$ cat src/rtl/fifo_byte_reader_if.sv
// Byte-reader bundle: FIFO read port, host byte port, control pulses and status.
// slave = the reader itself, master = whoever drives the FIFO and host sides.
interface fifo_byte_reader_if #(
   parameter int pCNT_WIDTH = 32
);
   logic                  I_fifo_empty;
   logic [17:0]           I_fifo_data;
   logic                  O_fifo_read;
   logic                  I_byte_rd;
   logic [7:0]            O_byte;
   logic                  O_byte_valid;
   logic                  I_flush;
   logic                  I_clear_errors;
   logic                  O_underrun;
   logic [pCNT_WIDTH-1:0] O_words_read;
   logic [pCNT_WIDTH-1:0] O_underrun_cnt;

   modport slave (
      input  I_fifo_empty, I_fifo_data, I_byte_rd, I_flush, I_clear_errors,
      output O_fifo_read, O_byte, O_byte_valid, O_underrun, O_words_read, O_underrun_cnt
   );

   modport master (
      output I_fifo_empty, I_fifo_data, I_byte_rd, I_flush, I_clear_errors,
      input  O_fifo_read, O_byte, O_byte_valid, O_underrun, O_words_read, O_underrun_cnt
   );
endinterface

$ cat src/rtl/fifo_byte_reader.sv
// Drains 18-bit capture-FIFO words into a 3-bytes-per-word host stream with two-word prefetch.
// Define FIFO_READER_STATS_EN to build the words-read / underrun statistics counters.
module fifo_byte_reader #(
   parameter logic [1:0] pTAG        = 2'b10,
   parameter logic [7:0] pEMPTY_BYTE = 8'h00,
   parameter int         pCNT_WIDTH  = 32
) (
   input  logic               cwusb_clk,
   input  logic               reset_i,
   fifo_byte_reader_if.slave  bus
);

   logic [17:0] r_cur, r_nxt;
   logic        r_cur_v, r_nxt_v, r_inflight;
   logic [1:0]  r_idx;
   logic [7:0]  r_byte;
   logic        r_byte_v;
   logic        r_underrun;

   logic        w_fetch, w_rd_ok, w_under, w_vacate;
   logic [17:0] w_cur_d, w_nxt_d;
   logic        w_cur_v_d, w_nxt_v_d;
   logic [1:0]  w_idx_d;

   function automatic logic [7:0] word_byte(input logic [17:0] d, input logic [1:0] idx);
      case (idx)
         2'd0:    word_byte = {pTAG, 4'b0000, d[17:16]};
         2'd1:    word_byte = d[15:8];
         default: word_byte = d[7:0];
      endcase
   endfunction

   // Reset also gates the read strobe so no word is popped into a state that is being cleared.
   assign w_fetch  = !reset_i && !bus.I_fifo_empty && !r_inflight && !bus.I_flush
                     && (!r_cur_v || !r_nxt_v);
   assign w_rd_ok  = bus.I_byte_rd && r_byte_v && !bus.I_flush;
   assign w_under  = bus.I_byte_rd && !r_byte_v && !bus.I_flush;
   assign w_vacate = w_rd_ok && (r_idx == 2'd2);

   always_comb begin
      w_cur_d   = r_cur;
      w_cur_v_d = r_cur_v;
      w_nxt_d   = r_nxt;
      w_nxt_v_d = r_nxt_v;
      w_idx_d   = r_idx;
      if (bus.I_flush) begin
         w_cur_v_d = 1'b0;
         w_nxt_v_d = 1'b0;
         w_idx_d   = 2'd0;
      end else begin
         if (w_rd_ok) begin
            if (w_vacate) begin
               w_cur_d   = r_nxt;
               w_cur_v_d = r_nxt_v;
               w_nxt_v_d = 1'b0;
               w_idx_d   = 2'd0;
            end else begin
               w_idx_d = r_idx + 2'd1;
            end
         end
         // Returning word fills whichever slot is free after this cycle's consumption.
         if (r_inflight) begin
            if (!w_cur_v_d) begin
               w_cur_d   = bus.I_fifo_data;
               w_cur_v_d = 1'b1;
            end else begin
               w_nxt_d   = bus.I_fifo_data;
               w_nxt_v_d = 1'b1;
            end
         end
      end
   end

   always_ff @(posedge cwusb_clk) begin
      if (reset_i) begin
         r_cur_v    <= 1'b0;
         r_nxt_v    <= 1'b0;
         r_inflight <= 1'b0;
         r_idx      <= 2'd0;
         r_byte     <= pEMPTY_BYTE;
         r_byte_v   <= 1'b0;
         r_underrun <= 1'b0;
      end else begin
         r_cur_v    <= w_cur_v_d;
         r_nxt_v    <= w_nxt_v_d;
         r_inflight <= w_fetch;
         r_idx      <= w_idx_d;
         r_byte     <= w_cur_v_d ? word_byte(w_cur_d, w_idx_d) : pEMPTY_BYTE;
         r_byte_v   <= w_cur_v_d;
         r_underrun <= w_under || (r_underrun && !bus.I_clear_errors);
      end
   end

   always_ff @(posedge cwusb_clk) begin
      r_cur <= w_cur_d;
      r_nxt <= w_nxt_d;
   end

   assign bus.O_fifo_read  = w_fetch;
   assign bus.O_byte       = r_byte;
   assign bus.O_byte_valid = r_byte_v;
   assign bus.O_underrun   = r_underrun;

`ifdef FIFO_READER_STATS_EN
   logic [pCNT_WIDTH-1:0] r_words_read, r_underrun_cnt;

   function automatic logic [pCNT_WIDTH-1:0] sat_inc(input logic [pCNT_WIDTH-1:0] v);
      sat_inc = (&v) ? v : v + {{(pCNT_WIDTH-1){1'b0}}, 1'b1};
   endfunction

   always_ff @(posedge cwusb_clk) begin
      if (reset_i) begin
         r_words_read   <= '0;
         r_underrun_cnt <= '0;
      end else begin
         if (w_vacate) r_words_read   <= sat_inc(r_words_read);
         if (w_under)  r_underrun_cnt <= sat_inc(r_underrun_cnt);
      end
   end

   assign bus.O_words_read   = r_words_read;
   assign bus.O_underrun_cnt = r_underrun_cnt;
`else
   assign bus.O_words_read   = '0;
   assign bus.O_underrun_cnt = '0;
`endif

endmodule

$ cat src/flat_wrapper.sv
// flat-port wrapper written by rule: the top's interface ports become plain ports
module fifo_byte_reader_flat 
#(
   parameter logic [1:0] pTAG        = 2'b10,
   parameter logic [7:0] pEMPTY_BYTE = 8'h00,
   parameter int         pCNT_WIDTH  = 32
)
  (cwusb_clk, reset_i, bus_I_fifo_empty, bus_I_fifo_data, bus_I_byte_rd, bus_I_flush, bus_I_clear_errors, bus_O_fifo_read, bus_O_byte, bus_O_byte_valid, bus_O_underrun, bus_O_words_read, bus_O_underrun_cnt);
  fifo_byte_reader_if #(.pCNT_WIDTH(pCNT_WIDTH)) bus_i ();
  input  logic cwusb_clk;
  input  logic reset_i;
  input wire logic [$bits(bus_i.I_fifo_empty)-1:0] bus_I_fifo_empty;
  input wire logic [$bits(bus_i.I_fifo_data)-1:0] bus_I_fifo_data;
  input wire logic [$bits(bus_i.I_byte_rd)-1:0] bus_I_byte_rd;
  input wire logic [$bits(bus_i.I_flush)-1:0] bus_I_flush;
  input wire logic [$bits(bus_i.I_clear_errors)-1:0] bus_I_clear_errors;
  output wire logic [$bits(bus_i.O_fifo_read)-1:0] bus_O_fifo_read;
  output wire logic [$bits(bus_i.O_byte)-1:0] bus_O_byte;
  output wire logic [$bits(bus_i.O_byte_valid)-1:0] bus_O_byte_valid;
  output wire logic [$bits(bus_i.O_underrun)-1:0] bus_O_underrun;
  output wire logic [$bits(bus_i.O_words_read)-1:0] bus_O_words_read;
  output wire logic [$bits(bus_i.O_underrun_cnt)-1:0] bus_O_underrun_cnt;
  assign bus_i.I_fifo_empty = bus_I_fifo_empty;
  assign bus_i.I_fifo_data = bus_I_fifo_data;
  assign bus_i.I_byte_rd = bus_I_byte_rd;
  assign bus_i.I_flush = bus_I_flush;
  assign bus_i.I_clear_errors = bus_I_clear_errors;
  assign bus_O_fifo_read = bus_i.O_fifo_read;
  assign bus_O_byte = bus_i.O_byte;
  assign bus_O_byte_valid = bus_i.O_byte_valid;
  assign bus_O_underrun = bus_i.O_underrun;
  assign bus_O_words_read = bus_i.O_words_read;
  assign bus_O_underrun_cnt = bus_i.O_underrun_cnt;
  fifo_byte_reader #(.pTAG(pTAG), .pEMPTY_BYTE(pEMPTY_BYTE), .pCNT_WIDTH(pCNT_WIDTH)) u_core (.cwusb_clk(cwusb_clk), .reset_i(reset_i), .bus(bus_i));
endmodule
$ cat config.mk
export PLATFORM = sky130hd
export DESIGN_NAME = fifo_byte_reader_flat
export DESIGN_NICKNAME = d
export VERILOG_FILES = /design/src/rtl/fifo_byte_reader_if.sv /design/src/rtl/fifo_byte_reader.sv /design/src/flat_wrapper.sv
export SDC_FILE = /design/constraint.sdc
export NUM_CORES = 1
export LEC_CHECK = 0
export ABC_AREA = 1
export ABC_CLOCK_PERIOD_IN_PS = 2300
export BUFFER_PORTS_ARGS = -buffer_cell sky130_fd_sc_hd__buf_2
export CORE_MARGIN = 2
export CORE_UTILIZATION = 50
export DETAILED_ROUTE_END_ITERATION = 16
export HOLD_SLACK_MARGIN = 0.02
export PLACE_DENSITY_LB_ADDON = 0.2
export SYNTH_ARGS = -nofsm -noshare
export SYNTH_HDL_FRONTEND = slang
export SYNTH_SLANG_ARGS = --single-unit
$ cat constraint.sdc
create_clock -name cwusb_clk -period 2.3 [get_ports cwusb_clk]
set_input_delay 0.23 -clock cwusb_clk [delete_from_list [all_inputs] [get_ports cwusb_clk]]
set_output_delay 0.23 -clock cwusb_clk [all_outputs]
set_load 0.05 [all_outputs]
Word level (Yosys, flattened, before mapping). Index checks and enable logic that the tools add are counted.

Logic and storage cells: 54. Output and inout bits: 75. Bits in registers: 50. Bits of input ports: 24.

Bitwise gates (word level): 2. Reduce and logical (&&, ||, !) cells: 23. Add/subtract/negate cells: 1. Equal/unequal tests: 2. Mux-type cells: 18.

Operator list (count): two-way mux 18 bit (5); one-hot mux 8 bit (2 select lines) (1); logical AND 1 bit (10); two-way mux 1 bit (9); zero test 1 bit (7); two-way mux 2 bit (3); OR reduction 2 bit (2); AND reduction 3 bit (1); adder 2 x 1 -> 2 bit, second input constant (1); == test 2 x 1 -> 1 bit, second input constant (1); == test 2 bit, second input constant (1); zero test 2 bit (1); logical OR 1 bit (2); NOT 1 bit (2).

Longest topological paths before layout. Gate-level depths: netlist of the first run.

Depth in word-level cells: 10. Depth in mapped cells: 13. Depth with buffers taken out: 12.

Least setup slack after synthesis of the first run. Ideal clock, no wire load.

Path type: flip-flop to output port. Start: register u_core.bus.O_byte_valid (netlist name). End: output bus_O_fifo_read. Required time: 2.070 ns. Buffers on the path: 0. Setup slack: -0.936 ns. Cell stages (with the launch flop): 2. Arrival: 3.006 ns. Cell sequence: dfxtp_1 -> a2111oi_0.

RTL lines: end: declaration (line flat_wrapper.sv:17) `output wire logic [$bits(bus_i.O_fifo_read)-1:0] bus_O_fifo_read;`.

Worst setup path after layout of the first run.
Start: register u_core.r_byte_v (netlist: u_core.bus.O_byte_valid). End: register u_core.r_byte[1] (netlist: u_core.bus.O_byte[1]).

Longest elaborated chain between the ends: 10. Elaborated cells on any way between the ends: 21. Those cells by class: 1 x eq/ne; 14 x mux; 1 x bitwise; 5 x reduce/logical.

RTL lines: start: declaration (line fifo_byte_reader.sv:17) `logic r_byte_v;`; start signal: assignment (line fifo_byte_reader.sv:89) `r_byte_v <= w_cur_v_d;`; logical AND 1 bit (2 in a row) (line fifo_byte_reader.sv:36) `assign w_rd_ok = bus.I_byte_rd && r_byte_v && !bus.I_flush;`; logical AND 1 bit (line fifo_byte_reader.sv:38) `assign w_vacate = w_rd_ok && (r_idx == 2'd2);`; two-way mux 1 bit (line fifo_byte_reader.sv:52) `if (w_vacate) begin`; two-way mux 1 bit (line fifo_byte_reader.sv:51) `if (w_rd_ok) begin`; two-way mux 1 bit (line fifo_byte_reader.sv:46) `if (bus.I_flush) begin`; two-way mux 18 bit / two-way mux 1 bit (equally long branches) (line fifo_byte_reader.sv:63, fifo_byte_reader.sv:62); two-way mux 18 bit / two-way mux 1 bit (equally long branches) (line fifo_byte_reader.sv:62, fifo_byte_reader.sv:46); two-way mux 18 bit / NOT 1 bit (equally long branches); one-hot mux 8 bit (2 select lines) / OR reduction 2 bit (equally long branches); end signal: assignment (line fifo_byte_reader.sv:80) `r_byte <= pEMPTY_BYTE;`; end signal: assignment (line fifo_byte_reader.sv:88) `r_byte <= w_cur_v_d ? word_byte(w_cur_d, w_idx_d) : pEMPTY_BYTE;`; end: declaration (line fifo_byte_reader.sv:16) `logic [7:0] r_byte;`.

Parallel ways exist; a longest one is shown, timed or not. The select of a mux whose other input is x is not followed. A chain may end at the register's enable or synchronous reset.

==> results of run 1 <==
## where the power goes
group          internal, mW  switching, mW  total, mW
Combinational         0.104          0.372      0.476
Clock                 0.210          0.289      0.499
Sequential            0.978         0.0239       1.00
Total                  1.29          0.685       1.98
## through the flow
stage	std cells	worst slack (ps)	power, mW	utilization	hold WS, ps
floorplan	388	239	1.51	-	302
global route	428	50.8	2.07	0.533	101
global placement	420	342	1.49	0.517	417
detailed placement	420	286	1.49	0.517	421
CTS	428	271	1.98	0.533	96.3
finish	428	252	1.98	0.533	95.4
## layout make-up
type,count,area share
clock buffer,6,0.0263
timing repair buffer,39,0.0754
sequential,50,0.429
multi-input combinational,240,0.406
tap,70,0.0318
inverter,21,0.0286
clock inverter,2,0.00318
## worst paths after layout
check / from / to / slack, ps / cells after the start
worst max-delay path: u_core.bus.O_byte_valid$_SDFF_PP0_ / u_core.bus.O_byte[1]$_SDFF_PP0_ / 250 / 12
worst min-delay path: bus_I_clear_errors / u_core.bus.O_underrun$_SDFF_PP0_ / 100 / 2
worst max register to register: u_core.bus.O_byte_valid$_SDFF_PP0_ / u_core.bus.O_byte[1]$_SDFF_PP0_ / 250 / 12
worst min register to register: u_core.bus.O_underrun$_SDFF_PP0_ / u_core.bus.O_underrun$_SDFF_PP0_ / 450 / 2
## registers in the layout, summed over array words and instances, names as in the netlist
name                     cells
u_core.r_idx                 2
u_core.bus.O_underrun        1
u_core.r_inflight            1
u_core.r_nxt                18
u_core.r_nxt_v               1
u_core.r_cur                18
u_core.bus.O_byte_valid      1
u_core.bus.O_byte            8
## critical path: cells and delay by family, from the launching register on
kind	cells	cell delay, ps
AO/OA/AOI/OAI	1	170
buffers and inverters	3	340
flip-flops	1	440
AND/OR/NAND/NOR	8	990
## layout by cell type, fill, tap and decap left out, types with 6 or more instances in the layout
master    count
a21oi_1       7
buf_2        34
conb_1       64
dfxtp_1      32
edfxtp_1     18
inv_1        20
nand2_1      58
nand3_1      35
nand3b_1     10
nor2_1       17
o211ai_1      6
o21ai_0      12
## logic make-up (layout without fill, tap and decap cells)
family,Yosys count,in the layout,share of synthesized area
flip-flops,50,50,0.437
AND/OR/NAND/NOR,141,141,0.247
AO/OA/AOI/OAI,35,35,0.0755
other,1,64,0.00139
buffers and inverters,98,68,0.239
## synthesized netlist by cell type
library cell / n / share of area
buf_2: 6 / 0.011
o31ai_1: 1 / 0.0028
nand3_1: 35 / 0.065
nor2_2: 1 / 0.0023
clkbuf_1: 2 / 0.0028
buf_6: 3 / 0.013
conb_1: 1 / 0.0014
a21oi_1: 7 / 0.013
inv_2: 1 / 0.0014
nand2_2: 3 / 0.0070
a2111oi_0: 2 / 0.0065
o211ai_1: 6 / 0.017
o21ai_0: 12 / 0.022
nand2_1: 58 / 0.081
o21ai_1: 4 / 0.0074
nor2_1: 18 / 0.025
dfxtp_1: 32 / 0.24
a31oi_1: 3 / 0.0070
and2_1: 5 / 0.012
or2_2: 5 / 0.012
edfxtp_1: 18 / 0.20
nand4_1: 5 / 0.012
inv_1: 20 / 0.028
nand3b_1: 10 / 0.028
buf_4: 66 / 0.18
nor2_4: 1 / 0.0042
## layer usage
metal | part of all wire | wire length [um] | vias up | track usage
li1 | - | - | 1011 | -
met1 | 0.47 | 2470 | 922 | 0.239
met2 | 0.47 | 2470 | 71 | 0.278
met3 | 0.051 | 268 | 7 | 0.0314
met4 | 0.010 | 54 | 0 | 0.0429
met5 | 0 | 0 | - | 0
==> run_results.csv, run 1 <==
group,metric,value,unit
worst_setup_path,crit_path_top_delay_cell,"dfxtp_1",
synthesis,syn_avg_cell_area,8.31,um2
routing,postRouteAntennaNets,0,
timing,fin_worst_skew,6.42,ps
routing,first_pass_iters,4,
floorplan,die_w,77.5,um
synthesis,ys_types,26,
final_layout,n_antenna_cell,0,
clock_tree,cts_buffers,5,
placement,gp_congestion,0.787,
power,ir_worst_vdd,0.357,mV
placement,hpwl,3.61,mm
routing,vias_per_cell,4.70,
floorplan,num_rows,26,
timing,slew_viol_final,0,
final_layout,drive_above_1_share,0.162,
final_layout,fin_area,2760,um2
power,power_density,718,nW/um2
final_layout,seq_area,1180,um2
clock_tree,cts.hold.buffers_added,0,
worst_setup_path,worstPathArrival,2260,ps
floorplan,initial_utilization,0.522,
timing,worst_pin_slew,993,ps
global_route,grt_max_degree,23,
global_route,grt_pass1_wl,8.20,mm
floorplan,io_pins,99,
clock_tree,clk_transition_reported_paths,90,ps
synthesis,yosys_register_bits,50,
global_route,track_usage,0.172,
floorplan,core-area,5170,um2
job,cap_violations,0,
timing,fin_setup_tns,0,ps
timing,final-hold-violation-count,0,
worst_setup_path,crit_chain,"nand2_2 -> nor2_4 -> nand3_1 -> nand2_1 -> buf_4 -> nand2_2 -> nand2_1 -> nand2_1 -> o21ai_0 -> inv_1 -> nand2_1 -> inv_1",
clock_tree,cts_buffer_depth,2,
clock_tree,clock-sinks,50,
worst_setup_path,crit_required,2510,ps
timing,fmax,488,MHz
routing,wl,5.26,mm
timing,rsz0062_at_grt,"no",
final_layout,area_growth,2.04,%
timing,setup_viol,0,
final_layout,multi_input_area,1120,um2
worst_hold_path,worst_hold_path_type,"input pin to flip-flop",
floorplan,die_area,6000,um2
worst_setup_path,crit_top_cell,"nand2_1",
worst_setup_path,cp-start-kind,"flip-flop",
routing,wl_per_cell,12.3,um
timing,fin_crit_sh,0.890,
outcome,outcome,"finished, final reports clean",
clock_tree,root_buffer,"clkbuf_8",
clock_tree,clkLatencyLatePin,310,ps
timing,fin_crit,2050,ps
worst_setup_path,worstPathMaxFanout,19,
timing,slew_headroom,0.338,
final_layout,final_nets,381,
synthesis,postSynthCellCount,325,
final_layout,fillers,522,
synthesis,yosysSeqAreaShare,0.437,
global_route,grt_pass1_vias,1673,
power,power.leakage,1.28,nW
routing,drtIter0Drc,145,
floorplan,chipHeight,77.5,um
routing,drc,0,
global_route,antenna_found_initial,0,
clock_tree,htree_num_levels,2,
placement,dpl_cell_area,2670,um2
clock_tree,post_cts_buffers,0,
worst_setup_path,criticalPathCategory,"flip-flop to flip-flop",
routing,via_count,2011,
synthesis,synth_area,2700,um2
synthesis,yosys_warnings,0,
global_route,grt-ovfl-total,0,
worst_setup_path,crit_path_end_kind,"flip-flop",
placement,io_buffers,34,
clock_tree,cts_resized,0,
clock_tree,cts_tree,"yes",
worst_setup_path,max_stage_delay,440,ps
Power figures use the tool's default switching activity.
==> run 2: changes to the inputs <==
CORE_MARGIN = not set   (was 2)
==> run 2 against run 1 <==
Compared with the run above:
- sequential cell count unchanged
- first-iteration DRC count fell by 5.5%
- die area shrank 5.1%
- fmax increased by 13%
- non-clock buffer count stayed put
- sequential share of layout area down 0.50 points
- routed wire length decreased by 2.8%
- design area grew 1.2%
- highest routed layer unchanged
==> run_results.csv, run 2 (same netlist as run 1, synthesis figures left out) <==
group,metric,value,unit
final_layout,multi_input_area,1120,um2
power,power_frac_clock,0.276,
floorplan,num_rows,26,
worst_setup_path,cp-start-kind,"flip-flop",
timing,fin_crit_sh,0.788,
final_layout,final_cell_mix,"conb_1 (64), nand2_1 (58), nand3_1 (35)",
job,cap_violations,0,
clock_tree,clk_transition_reported_paths,90,ps
worst_setup_path,crit_required,2480,ps
clock_tree,clkLatencyLatePin,300,ps
timing,fin_setup_tns,0,ps
worst_setup_path,worstPathArrival,1990,ps
routing,postRouteAntennaNets,0,
routing,wl,5.11,mm
floorplan,core-area,5140,um2
routing,wl_per_cell,11.9,um
clock_tree,post_cts_buffers,0,
timing,worst_pin_slew,527,ps
power,power_density,731,nW/um2
power,p_sw,675,uW
timing,slew_headroom,0.648,
floorplan,io_pins,99,
clock_tree,clock-sinks,50,
power,ir_worst_vdd,0.491,mV
global_route,grt_max_degree,38,
power,pwr-share-comb,0.230,
floorplan,chipHeight,75.5,um
global_route,track_usage,0.194,
global_route,grt-ovfl-total,0,
floorplan,die_w,75.5,um
global_route,grt_pass1_wl,8.16,mm
power,pwr-share-seq,0.494,
timing,rsz0062_at_grt,"no",
timing,setup_viol,0,
placement,hpwl,3.48,mm
final_layout,final_common_cell,"conb_1",
clock_tree,cts_resized,0,
timing,fin_crit,1810,ps
final_layout,postLayoutCoreUtil,0.542,
floorplan,initial_utilization,0.525,
final_layout,drive_above_1_share,0.162,
power,swShare,0.331,
final_layout,seq_area,1180,um2
timing,slew_viol_final,0,
global_route,antenna_found_initial,0,
timing,fmax,552,MHz
routing,vias_per_cell,4.66,
worst_hold_path,worst_hold_path_type,"input pin to flip-flop",
placement,dpl_cell_area,2690,um2
clock_tree,root_buffer,"clkbuf_8",
worst_setup_path,criticalPathCategory,"flip-flop to flip-flop",
placement,gp_congestion,0.768,
final_layout,final_cell_count_no_fill,428,
worst_setup_path,crit_path_end_kind,"flip-flop",
final_layout,area_growth,3.24,%
outcome,outcome,"finished, final reports clean",
floorplan,die_area,5700,um2
power,power.leakage,1.29,nW
power,p_int,1.36,mW
timing,fin_worst_skew,9.21,ps
final_layout,final_nets,381,
placement,io_buffers,34,
final_layout,n_antenna_cell,0,
clock_tree,htree_num_levels,2,
worst_setup_path,worstPathMaxFanout,19,
routing,drc,0,
routing,via_count,1996,
placement,dp.cells,420,
clock_tree,cts_buffer_depth,2,
global_route,grt_pass1_vias,1713,
final_layout,fillers,517,
routing,first_pass_iters,4,
timing,final-hold-violation-count,0,
routing,drtIter0Drc,137,
clock_tree,cts_tree,"yes",
final_layout,fin_area,2790,um2
clock_tree,cts_buffers,5,
clock_tree,cts.hold.buffers_added,0,
## run 2: path summary, 6_finish.rpt
path	start	end	slack (ps)	cells after the start
worst max-delay path	u_core.bus.O_byte_valid$_SDFF_PP0_	u_core.r_cur[2]$_DFF_P_	490	8
worst min-delay path	bus_I_clear_errors	u_core.bus.O_underrun$_SDFF_PP0_	100	2
worst min register to register	u_core.bus.O_underrun$_SDFF_PP0_	u_core.bus.O_underrun$_SDFF_PP0_	450	2
worst max register to register	u_core.bus.O_byte_valid$_SDFF_PP0_	u_core.r_cur[2]$_DFF_P_	490	8
## run 2: metal layers
metal	part of all wire	global-route usage	vias to the layer above	wire length [um]
li1	-	-	1007	-
met1	0.46	0.256	900	2330
met5	0	0	-	0
met3	0.059	0.0344	6	302
met4	0.010	0.0514	0	52
met2	0.47	0.328	83	2430
## run 2: through the flow
stage                     worst slack, ps  power [mW]  hold WS, ps
after CTS                             481        2.05         94.4
final                                 489        2.04         98.1
after global placement                542        1.48          418
after global routing                  299        2.14          104
after detailed placement              503        1.49          419
after floorplan                       239        1.51          302
## run 2: final cells by class
cell class              count  area share
flip-flops and latches     50       0.424
multi-input cells         240       0.401
repair buffers             39      0.0790
clock buffers               8      0.0364
well taps                  70      0.0314
inverters                  21      0.0283
## run 2: worst max-delay path: stages (launching register included)
cell and delay, ps:
dfxtp_1 430, nand2_2 110, nor2_4 140, nand3_1 80
nand2_1 120, nand2_2 240, or2_2 400, nand3_1 80
o21ai_0 70
## run 2: power by group through the flow
stage | Combinational, mW | Sequential, mW | Clock, mW
after CTS | 0.466 | 1.01 | 0.575
after detailed placement | 0.465 | 1.03 | 0
final | 0.468 | 1.01 | 0.563
after global routing | 0.514 | 1.01 | 0.613
after global placement | 0.460 | 1.02 | 0
after floorplan | 0.487 | 1.03 | 0
